**src/rtl/uart_pkg.sv**
```systemverilog
// Shared definitions for the UART transmitter: FSM encoding, register map
// offsets, STATUS bit positions and the peripheral's address window.
package uart_pkg;

    typedef enum logic [1:0] {
        TX_IDLE  = 2'd0,
        TX_START = 2'd1,
        TX_DATA  = 2'd2,
        TX_STOP  = 2'd3
    } tx_state_t;

    // Word offsets within the peripheral window
    localparam logic [1:0] ADDR_DATA   = 2'd0;
    localparam logic [1:0] ADDR_STATUS = 2'd1;

    // STATUS register bit positions
    localparam int STAT_FULL      = 0;
    localparam int STAT_EMPTY     = 1;
    localparam int STAT_BUSY      = 2;
    localparam int STAT_OVERRUN   = 3;
    localparam int STAT_COUNT_LSB = 8;

    // Address window decoded by the MMU into sel
    localparam logic [31:0] UART_BASE = 32'h0000_4000;
    localparam logic [31:0] UART_LAST = 32'h0000_400F;

    // Assemble the STATUS word; unlisted bits read as zero
    function automatic logic [31:0] status_word(
        input logic       full,
        input logic       empty,
        input logic       busy,
        input logic       overrun,
        input logic [7:0] count
    );
        logic [31:0] w;
        w                          = 32'd0;
        w[STAT_FULL]               = full;
        w[STAT_EMPTY]              = empty;
        w[STAT_BUSY]               = busy;
        w[STAT_OVERRUN]            = overrun;
        w[STAT_COUNT_LSB +: 8]     = count;
        return w;
    endfunction

endpackage

```
**src/rtl/sync_fifo.sv**
```systemverilog
// Single-clock FIFO with registered count/full/empty. A push into a full
// FIFO is accepted only when a pop happens in the same cycle.
module sync_fifo #(
    parameter int WIDTH = 8,
    parameter int DEPTH = 16
) (
    input  logic                         clk,
    input  logic                         rst,
    input  logic                         push,
    input  logic                         pop,
    input  logic [WIDTH-1:0]             din,
    output logic [WIDTH-1:0]             dout,
    output logic [$clog2(DEPTH+1)-1:0]   count,
    output logic                         full,
    output logic                         empty
);
    localparam int AW = $clog2(DEPTH);
    localparam int CW = $clog2(DEPTH+1);

    logic [WIDTH-1:0] mem_r [DEPTH];
    logic [AW-1:0]    wr_ptr_r;
    logic [AW-1:0]    rd_ptr_r;
    logic [CW-1:0]    count_r;
    logic [CW-1:0]    count_next_s;
    logic             full_r;
    logic             empty_r;
    logic             push_ok_s;
    logic             pop_ok_s;

    // Qualify requests against the current occupancy and derive next count
    always_comb begin
        pop_ok_s  = pop & ~empty_r;
        push_ok_s = push & (~full_r | pop_ok_s);
        if (push_ok_s && !pop_ok_s) begin
            count_next_s = count_r + CW'(1);
        end else if (pop_ok_s && !push_ok_s) begin
            count_next_s = count_r - CW'(1);
        end else begin
            count_next_s = count_r;
        end
    end

    // Pointers (wrap naturally since DEPTH is a power of two) and flags
    always_ff @(posedge clk) begin
        if (rst) begin
            wr_ptr_r <= AW'(0);
            rd_ptr_r <= AW'(0);
            count_r  <= CW'(0);
            full_r   <= 1'b0;
            empty_r  <= 1'b1;
        end else begin
            if (push_ok_s) begin
                wr_ptr_r <= wr_ptr_r + AW'(1);
            end else begin
                wr_ptr_r <= wr_ptr_r;
            end
            if (pop_ok_s) begin
                rd_ptr_r <= rd_ptr_r + AW'(1);
            end else begin
                rd_ptr_r <= rd_ptr_r;
            end
            count_r <= count_next_s;
            full_r  <= (count_next_s == CW'(DEPTH));
            empty_r <= (count_next_s == CW'(0));
        end
    end

    // Storage array; contents need no reset because pointers gate visibility
    always_ff @(posedge clk) begin
        if (push_ok_s) begin
            mem_r[wr_ptr_r] <= din;
        end
    end

    assign dout  = mem_r[rd_ptr_r];
    assign count = count_r;
    assign full  = full_r;
    assign empty = empty_r;

endmodule

```
**src/rtl/uart_tx_fifo.sv**
```systemverilog
// Memory-mapped 8N1 UART transmitter with a TX FIFO, STATUS register,
// sticky overrun flag and a half-empty interrupt.
module uart_tx_fifo
    import uart_pkg::*;
#(
    parameter int CLK_FREQ   = 50000000,
    parameter int BAUD       = 115200,
    parameter int FIFO_DEPTH = 16
) (
    input  logic        clk,
    input  logic        rst,
    input  logic        sel,
    input  logic [1:0]  addr,
    input  logic        mem_write,
    input  logic        mem_read,
    input  logic [31:0] wdata,
    output logic [31:0] rdata,
    output logic        tx,
    output logic        irq
);
    localparam int DIV = CLK_FREQ / BAUD;
    localparam int BCW = $clog2(DIV);
    localparam int CW  = $clog2(FIFO_DEPTH+1);
    localparam logic [BCW-1:0] BAUD_RELOAD = BCW'(DIV - 1);

    tx_state_t        state_r;
    logic [BCW-1:0]   baud_cnt_r;
    logic [2:0]       bit_idx_r;
    logic [7:0]       shift_r;
    logic             tx_r;
    logic             irq_r;
    logic             overrun_r;

    logic [7:0]       fifo_dout_s;
    logic [CW-1:0]    fifo_count_s;
    logic             fifo_full_s;
    logic             fifo_empty_s;

    logic             wr_data_s;
    logic             wr_stat_s;
    logic             bit_end_s;
    logic             pop_s;
    logic             push_s;
    logic             overrun_set_s;
    logic [CW-1:0]    count_next_s;
    logic             busy_s;
    logic             unused_s;

    // Write strobes, FIFO handshakes and the occupancy after this edge
    always_comb begin
        wr_data_s     = sel & mem_write & (addr == ADDR_DATA);
        wr_stat_s     = sel & mem_write & (addr == ADDR_STATUS);
        bit_end_s     = (baud_cnt_r == BCW'(0));
        pop_s         = ~rst & ~fifo_empty_s &
                        ((state_r == TX_IDLE) | ((state_r == TX_STOP) & bit_end_s));
        push_s        = ~rst & wr_data_s & (~fifo_full_s | pop_s);
        overrun_set_s = wr_data_s & fifo_full_s & ~pop_s;
        if (push_s && !pop_s) begin
            count_next_s = fifo_count_s + CW'(1);
        end else if (pop_s && !push_s) begin
            count_next_s = fifo_count_s - CW'(1);
        end else begin
            count_next_s = fifo_count_s;
        end
        busy_s = (state_r != TX_IDLE) | ~fifo_empty_s;
    end

    sync_fifo #(
        .WIDTH (8),
        .DEPTH (FIFO_DEPTH)
    ) u_fifo (
        .clk   (clk),
        .rst   (rst),
        .push  (push_s),
        .pop   (pop_s),
        .din   (wdata[7:0]),
        .dout  (fifo_dout_s),
        .count (fifo_count_s),
        .full  (fifo_full_s),
        .empty (fifo_empty_s)
    );

    // TX framing FSM; tx follows the state one cycle later so every bit
    // occupies exactly DIV cycles on the line
    always_ff @(posedge clk) begin
        if (rst) begin
            state_r    <= TX_IDLE;
            baud_cnt_r <= BCW'(0);
            bit_idx_r  <= 3'd0;
            shift_r    <= 8'd0;
            tx_r       <= 1'b1;
        end else begin
            case (state_r)
                TX_IDLE: begin
                    tx_r <= 1'b1;
                    if (pop_s) begin
                        shift_r    <= fifo_dout_s;
                        baud_cnt_r <= BAUD_RELOAD;
                        state_r    <= TX_START;
                    end else begin
                        baud_cnt_r <= BCW'(0);
                    end
                end
                TX_START: begin
                    tx_r <= 1'b0;
                    if (bit_end_s) begin
                        baud_cnt_r <= BAUD_RELOAD;
                        bit_idx_r  <= 3'd0;
                        state_r    <= TX_DATA;
                    end else begin
                        baud_cnt_r <= baud_cnt_r - BCW'(1);
                    end
                end
                TX_DATA: begin
                    tx_r <= shift_r[0];
                    if (bit_end_s) begin
                        baud_cnt_r <= BAUD_RELOAD;
                        shift_r    <= {1'b0, shift_r[7:1]};
                        if (bit_idx_r == 3'd7) begin
                            state_r <= TX_STOP;
                        end else begin
                            bit_idx_r <= bit_idx_r + 3'd1;
                        end
                    end else begin
                        baud_cnt_r <= baud_cnt_r - BCW'(1);
                    end
                end
                TX_STOP: begin
                    tx_r <= 1'b1;
                    if (bit_end_s) begin
                        if (pop_s) begin
                            shift_r    <= fifo_dout_s;
                            baud_cnt_r <= BAUD_RELOAD;
                            state_r    <= TX_START;
                        end else begin
                            baud_cnt_r <= BCW'(0);
                            state_r    <= TX_IDLE;
                        end
                    end else begin
                        baud_cnt_r <= baud_cnt_r - BCW'(1);
                    end
                end
                default: begin
                    tx_r    <= 1'b1;
                    state_r <= TX_IDLE;
                end
            endcase
        end
    end

    // Sticky overrun flag and half-empty interrupt tracking next occupancy
    always_ff @(posedge clk) begin
        if (rst) begin
            overrun_r <= 1'b0;
            irq_r     <= 1'b1;
        end else begin
            if (overrun_set_s) begin
                overrun_r <= 1'b1;
            end else if (wr_stat_s && wdata[STAT_OVERRUN]) begin
                overrun_r <= 1'b0;
            end else begin
                overrun_r <= overrun_r;
            end
            irq_r <= (count_next_s <= CW'(FIFO_DEPTH / 2));
        end
    end

    // Read mux: only STATUS returns data, reads never change state
    always_comb begin
        rdata = 32'd0;
        case (addr)
            ADDR_STATUS: rdata = status_word(fifo_full_s, fifo_empty_s, busy_s,
                                             overrun_r, 8'(fifo_count_s));
            default:     rdata = 32'd0;
        endcase
    end

    // Inputs with no function in this peripheral
    assign unused_s = ^{mem_read, wdata[31:8]};

    assign tx  = tx_r;
    assign irq = irq_r;

endmodule
```
**config.mk**
```make
export PLATFORM = sky130hd
export DESIGN_NAME = uart_tx_fifo
export DESIGN_NICKNAME = d
export VERILOG_FILES = /design/src/rtl/uart_pkg.sv /design/src/rtl/sync_fifo.sv /design/src/rtl/uart_tx_fifo.sv
export SDC_FILE = /design/constraint.sdc
export NUM_CORES = 1
export LEC_CHECK = 0
export BUFFER_PORTS_ARGS = -buffer_cell sky130_fd_sc_hd__buf_2
export CORE_ASPECT_RATIO = 0.8
export CORE_MARGIN = 5
export CORE_UTILIZATION = 63
export DETAILED_ROUTE_END_ITERATION = 16
export PLACE_DENSITY_LB_ADDON = 0.08
export SYNTH_ARGS = -nofsm -noshare
export SYNTH_HDL_FRONTEND = slang
export SYNTH_SLANG_ARGS = --single-unit
```
**constraint.sdc**
```tcl
create_clock -name clk -period 4.69 [get_ports clk]
set_input_delay 0.2345 -clock clk [delete_from_list [all_inputs] [get_ports clk]]
set_output_delay 0.2345 -clock clk [all_outputs]
set_load 0.005 [all_outputs]
```
# [Yosys cells after proc, flatten, opt, wreduce, memory -nomap -nowiden]
# Memories as Yosys holds them, arrays and structs flattened. A register that Yosys moved wholly into a read port is not among the register bits.
# Index checks and enable logic that the tools add are counted.
[word_totals] latchBits=0 rom_bits=0 inputBits=39 output_inout_bits=34 n_memories=1 register_bits=40 ram_bits=128
[memory_table] name="u_fifo.mem_r" words=16 width=8 rd=1 rd_ports_with_merged_regs=1 wr=1 line_no="sync_fifo.sv:20" rtl="logic [WIDTH-1:0] mem_r [DEPTH];"
[op_classes] shift=0 n_reduce_logical=22 n_mux=31 n_eq_ne=12 div=0 mul=0 n_lt_le_gt_ge=1 bitwise_logic=20 addsub=6
[op_table] cell="$mux 9" n=3
[op_table] cell="$pmux 9 s3" n=1
[op_table] cell="$mux 8" n=3
[op_table] cell="$pmux 8 s3" n=1
[op_table] cell="$mux 5" n=4
[op_table] cell="$mux 13" n=1
[op_table] cell="$and 1x1->1" n=12
[op_table] cell="$mux 2" n=5
[op_table] cell="$ne 2x2->1 const B" n=5
[op_table] cell="$logic_not 9->1" n=1
[op_table] cell="$mux 3" n=3
[op_table] cell="$sub 9x1->9 const B" n=1
[op_table] cell="$add 4x1->4 const B" n=2
[op_table] cell="$mux 4" n=2
[op_table] cell="$pmux 2 s4" n=1
[op_table] cell="$pmux 3 s2" n=1
[op_table] cell="$reduce_bool 2->1" n=3
[op_table] cell="$add 5x1->5 const B" n=1
[op_table] cell="$eq 5x5->1 const B" n=1
[op_table] cell="$le 5x4->1 const B" n=1
[op_table] cell="$logic_and 1x1->1" n=5
[op_table] cell="$logic_not 5->1" n=1
[op_table] cell="$mux 1" n=5
[op_table] cell="$reduce_and 5->1" n=1
[op_table] cell="15 further kinds" n=28

# [Longest topological paths before layout]
[logic_depth] ltp_word=12 mapped_depth=9 mapped_depth_nobuf=8

# [Hierarchy]
# A second synthesis with hierarchy kept.
[unflattened] hier_cells=520 area_unflattened_um2=7751.2
[modules_own_cells] module="sync_fifo" area_each_um2=5875.6 cells_per_inst=295 seq_area_each_um2=4224.1 n_inst=1
[modules_own_cells] module="uart_tx_fifo" area_each_um2=1875.5 cells_per_inst=225 seq_area_each_um2=500.5 n_inst=1

# [Worst setup path before layout]
# No wires, ideal clock.
[synth_timing] path_kind="register -> register" startpoint="register baud_cnt_r[0]" endpoint="memory u_fifo.mem_r[0][0], enable pin" stages_incl_launch_ff=10 n_path_buf=1 period_less_slack_ns=2.906 setup_ns=0.383 slack_ns=1.784 arrival_ns=2.522 path_cell_list="dfxtp_1 -> inv_1 -> ha_1 -> nor2b_1 -> a41oi_4 -> o31ai_1 -> and2_1 -> buf_2 -> nand2_1 -> nor3_1"
[synth_between] elab_chain_len=9 elab_cells_between_ends=11
[synth_lines] item="start, declared" line_no="uart_tx_fifo.sv:27" rtl="logic [BCW-1:0] baud_cnt_r;"
[synth_lines] item="start signal, assigned" line_no="uart_tx_fifo.sv:111" rtl="baud_cnt_r <= baud_cnt_r - BCW'(1);"
[synth_lines] item="start signal, assigned" line_no="uart_tx_fifo.sv:125" rtl="baud_cnt_r <= baud_cnt_r - BCW'(1);"
[synth_lines] item="start signal, assigned" line_no="uart_tx_fifo.sv:140" rtl="baud_cnt_r <= baud_cnt_r - BCW'(1);"
[synth_lines] item="$logic_not 9->1 (*)" line_no="uart_tx_fifo.sv:53" rtl="bit_end_s = (baud_cnt_r == BCW'(0));"
[synth_lines] item="$and 1x1->1 (*)" line_no="uart_tx_fifo.sv:55" rtl="((state_r == TX_IDLE) | ((state_r == TX_STOP) & bit_end_s));"
[synth_lines] item="$or 1x1->1 (*)" line_no="uart_tx_fifo.sv:55"
[synth_lines] item="$and 1x1->1 (*)" line_no="uart_tx_fifo.sv:54" rtl="pop_s = ~rst & ~fifo_empty_s &"
[synth_lines] item="$or 1x1->1 / $and 1x1->1 (equally long branches)" line_no="uart_tx_fifo.sv:56, sync_fifo.sv:32"
[synth_lines] item="$and 1x1->1 / $or 1x1->1 (equally long branches)" line_no="uart_tx_fifo.sv:56, sync_fifo.sv:33"
[synth_lines] item="$and 1x1->1 (*)" line_no="sync_fifo.sv:33" rtl="push_ok_s = push & (~full_r | pop_ok_s);"
[synth_lines] item="$mux 1 (*)" line_no="sync_fifo.sv:70" rtl="if (push_ok_s) begin"
[synth_lines] item="$mux 1 (not written as such) (*)" line_no="sync_fifo.sv:71" rtl="mem_r[wr_ptr_r] <= din;"
[synth_lines] item="end, declared" line_no="sync_fifo.sv:20"
# Mark *: on every way between the ends. The rest lies on a longest branch, timed or not.

# [Worst setup path in the final report]
[layout_timing] startpoint="register baud_cnt_r[0]" endpoint="memory u_fifo.mem_r[4][7], enable pin"
# The elaborated chain is that of the path after synthesis.

==> impl_metrics.py <==
metrics = {
    "timing": {
        "rsz0062_at_grt": "no",
        "max_freq_mhz": 298,
        "hold_viol_final": 0,
        "max_slew.worst_pin.slew_ns": 1.03,
        "fin_skew_ns": 0.0161,
        "finalSetupTns_ns": 0,
        "period_share": 0.716,
        "slew_viol_final": 0,
        "slew_headroom": 0.315,
        "min_period_ns": 3.36,
        "finalSetupViolations": 0,
        "fin_ws_ns": 1.33,
    },
    "power_and_ir_drop": {
        "p_leak_nw": 2.74,
        "combPwrFrac": 0.208,
        "swShare": 0.305,
        "p_sw_mw": 1.23,
        "peakVddDrop_uv": 268,
        "power_density_nw_per_um2": 496,
        "pwr-share-seq": 0.456,
        "clockPowerShare": 0.337,
        "internal_power_mw": 2.80,
    },
    "logic_synthesis": {
        "synth_area_leaders": "edfxtp_1 52%, dfxtp_1 12%, mux4_2 12%",
        "ys_seq_area_frac": 0.641,
        "ys.flop_type": "edfxtp_1",
        "synth_area_per_cell_um2": 15.4,
        "yosysWarnings": 0,
        "ys_ff_latch": 172,
        "synth_edf_count": 128,
        "syn_area_um2": 7370,
        "yosysMostFrequentCell": "edfxtp_1",
        "synthCells": 479,
        "synth_top_area_frac": 0.522,
        "yosysTopAreaCell": "edfxtp_1",
        "yosysUniqueCellTypes": 58,
        "synthArstFlopShare": 0,
        "ys_top_cells_by_count": "128 x edfxtp_1, 44 x dfxtp_1, 42 x nor2_1",
    },
    "global_route": {
        "grtUsageTotal": 0.224,
        "overflow": 0,
        "grt_pass1_wl_um": 22700,
        "grt_use_met3": 0.0652,
        "use_met2": 0.322,
        "grt_max_degree": 36,
        "antenna_found_initial": 0,
        "top_usage_layer": "met1",
        "gr-usage-met1": 0.337,
        "grt_pass1_vias": 4044,
    },
    "setup_path": {
        "critPathLaunchType": "register",
        "path_class": "reg2reg",
        "worstReg2RegEnd": "u_fifo.mem_r[4][7]$_DFFE_PP_",
        "critPathMaxFanout": 8,
        "cp-end-kind": "register",
        "worst_ep_required_time_ns": 4.73,
        "rr_startpoint": "baud_cnt_r[0]$_SDFF_PP0_",
        "rrSetupSlack_ns": 1.33,
        "r2r_cells": 8,
        "crit_chain": "inv_1, ha_1, nor2b_1, a41oi_4, o31ai_1, and2_1, nand2_1, nor2_1",
        "crit_arrival_ns": 3.40,
        "cpPeakStageDelay_ns": 0.74,
        "crit_slowest_cell": "nor2_1",
    },
    "detailed_routing": {
        "vias": 4115,
        "routed_wl_um": 14300,
        "post_drt_wl_per_cell_um": 21.3,
        "dr.pass1.iters": 5,
        "vias_per_cell": 6.14,
        "drc_errors": 0,
        "drt_iter0_markers": 518,
        "drt.antenna.violating_nets": 0,
    },
    "outcome": {
        "outcome": "complete, no violations",
    },
    "placement": {
        "dp.cells": 638,
        "dp_hpwl_um": 9370,
        "io_buffers": 24,
        "gp_congestion": 0.779,
        "place_ws_ns": 1.34,
    },
    "final_layout": {
        "area_delta_synth_final_pct": 10.3,
        "fin_nets": 565,
        "layout-drive-gt1-share": 0.215,
        "instances_no_fill": 670,
        "n_antenna_cell": 0,
        "register_area_um2": 4730,
        "filler_cell_count": 768,
        "multi_input_area_um2": 2430,
    },
    "clocking": {
        "cts_setup_buffers": 0,
        "clock-sinks": 172,
        "htreeDepth": 4,
        "numCtsBuffers": 17,
        "clockRootBuffer": "clkbuf_16",
        "cts_tree": "done",
        "clk_pin_slew_ns": 0.07,
        "clock_latency_ns": 0.43,
        "ctsResizeCount": 0,
        "holdBufCountCts": 0,
        "ctsLongestPathBuffers": 2,
    },
    "min_path": {
        "hp-start": "mem_write",
        "whs_path_depth": 4,
        "worstHoldPathType": "in2reg",
        "holdPathEnd": "overrun_r$_SDFFE_PP0P_",
    },
    "floorplanning": {
        "die_w_um": 131,
        "rows": 35,
        "io_pins": 73,
        "core_area_um2": 11500,
        "dieArea_um2": 14000,
        "die_h_um": 107,
        "initial_core_util": 0.642,
    },
    "flow_run": {
        "cap_viol_max_count": 0,
    },
}
-- cell type report --
| cell class | count | share of cell area |
|---|---|---|
| Clock buffer | 17 | 0.0524 |
| Multi-Input combinational cell | 277 | 0.300 |
| Sequential cell | 172 | 0.582 |
| Tap cell | 148 | 0.0228 |
| Timing Repair Buffer | 31 | 0.0213 |
| Inverter | 10 | 0.00462 |
| Clock inverter | 15 | 0.0177 |
-- cell usage in the layout, fill, tap and decap left out, types with 3 or more instances in the layout --
cell type and instances:
and3_1 3, a21o_1 3, and2_1 12, buf_4 7, xor2_1 6, nand2_1 16, clkbuf_16 17, inv_8 6
mux4_2 39, nor3_4 3, mux2i_1 10, nor3_1 9, inv_6 4, inv_1 10, nor2b_1 4, o31ai_1 4
nor2_1 42, nand2b_1 3, o21ai_1 4, xnor2_1 4, o21ai_0 3, buf_2 24, a211oi_1 10, dfxtp_1 43
edfxtp_1 128, a21oi_1 18, ha_1 17, conb_1 23, nand3_1 6
-- worst max-delay path, delay by kind of cell (launching register included) --
kind | cells | cell delay [ns]
AOI/OAI and AO/OA | 2 | 0.72
adders and majority gates | 1 | 0.17
and+or+nand+nor | 4 | 1.66
buffers and inverters | 1 | 0.09
DFF | 1 | 0.34
-- through the flow --
step | util | cell area [um2] | hold WS, ns | total power [mW]
after floorplan | - | 7450 | 0.333 | 2.49
after global placement | 0.658 | 7550 | 0.442 | 2.66
after detailed placement | 0.658 | 7550 | 0.464 | 2.69
after CTS | 0.708 | 8120 | 0.137 | 4.03
after global routing | 0.708 | 8120 | 0.181 | 4.22
final | 0.708 | 8120 | 0.153 | 4.03
-- power by group through the flow --
| stage | logic (mW) | clock network, mW | registers (mW) |
|---|---|---|---|
| 3_3_place_gp | 0.796 | 0 | 1.86 |
| 6_report | 0.836 | 1.36 | 1.83 |
| 2_1_floorplan | 0.684 | 0 | 1.81 |
| 5_1_grt | 0.931 | 1.44 | 1.85 |
| 4_1_cts | 0.830 | 1.37 | 1.84 |
| 3_5_place_dp | 0.826 | 0 | 1.87 |
-- routing by layer --
metal,part of all wire,vias up
li1,-,1864
met1,0.44,2059
met2,0.46,167
met3,0.089,25
met4,0.017,0
met5,0,-
-- flip-flops by register name, indices dropped and copies added (netlist names), 2 cells and up, named ones only --
signal,cells
u_fifo.mem_r,128
baud_cnt_r,9
shift_r,8
u_fifo.count,5
u_fifo.rd_ptr_r,4
u_fifo.wr_ptr_r,4
bit_idx_r,3
state_r,2
-- worst max-delay path by stage --
stage                                   endpoint                      from
finish              u_fifo.mem_r[4][7]$_DFFE_PP_  baud_cnt_r[0]$_SDFF_PP0_
global route        u_fifo.mem_r[5][7]$_DFFE_PP_  baud_cnt_r[0]$_SDFF_PP0_
CTS                 u_fifo.mem_r[4][1]$_DFFE_PP_  baud_cnt_r[0]$_SDFF_PP0_
detailed placement  u_fifo.mem_r[4][6]$_DFFE_PP_  baud_cnt_r[0]$_SDFF_PP0_
global placement    u_fifo.mem_r[4][6]$_DFFE_PP_  baud_cnt_r[0]$_SDFF_PP0_
floorplan           u_fifo.mem_r[0][0]$_DFFE_PP_  baud_cnt_r[0]$_SDFF_PP0_
-- cell families after synthesis --
group | count (synthesis) | share of synthesized area
and+or+nand+nor | 112 | 0.0807
adders and majority gates | 17 | 0.0289
buffers and inverters | 52 | 0.0397
DFF | 172 | 0.641
muxes | 49 | 0.133
xor gates and xnor gates | 10 | 0.0119
other | 1 | 0.000509
AOI/OAI and AO/OA | 66 | 0.0644
No activity file was read; power rests on OpenSTA's default activity.
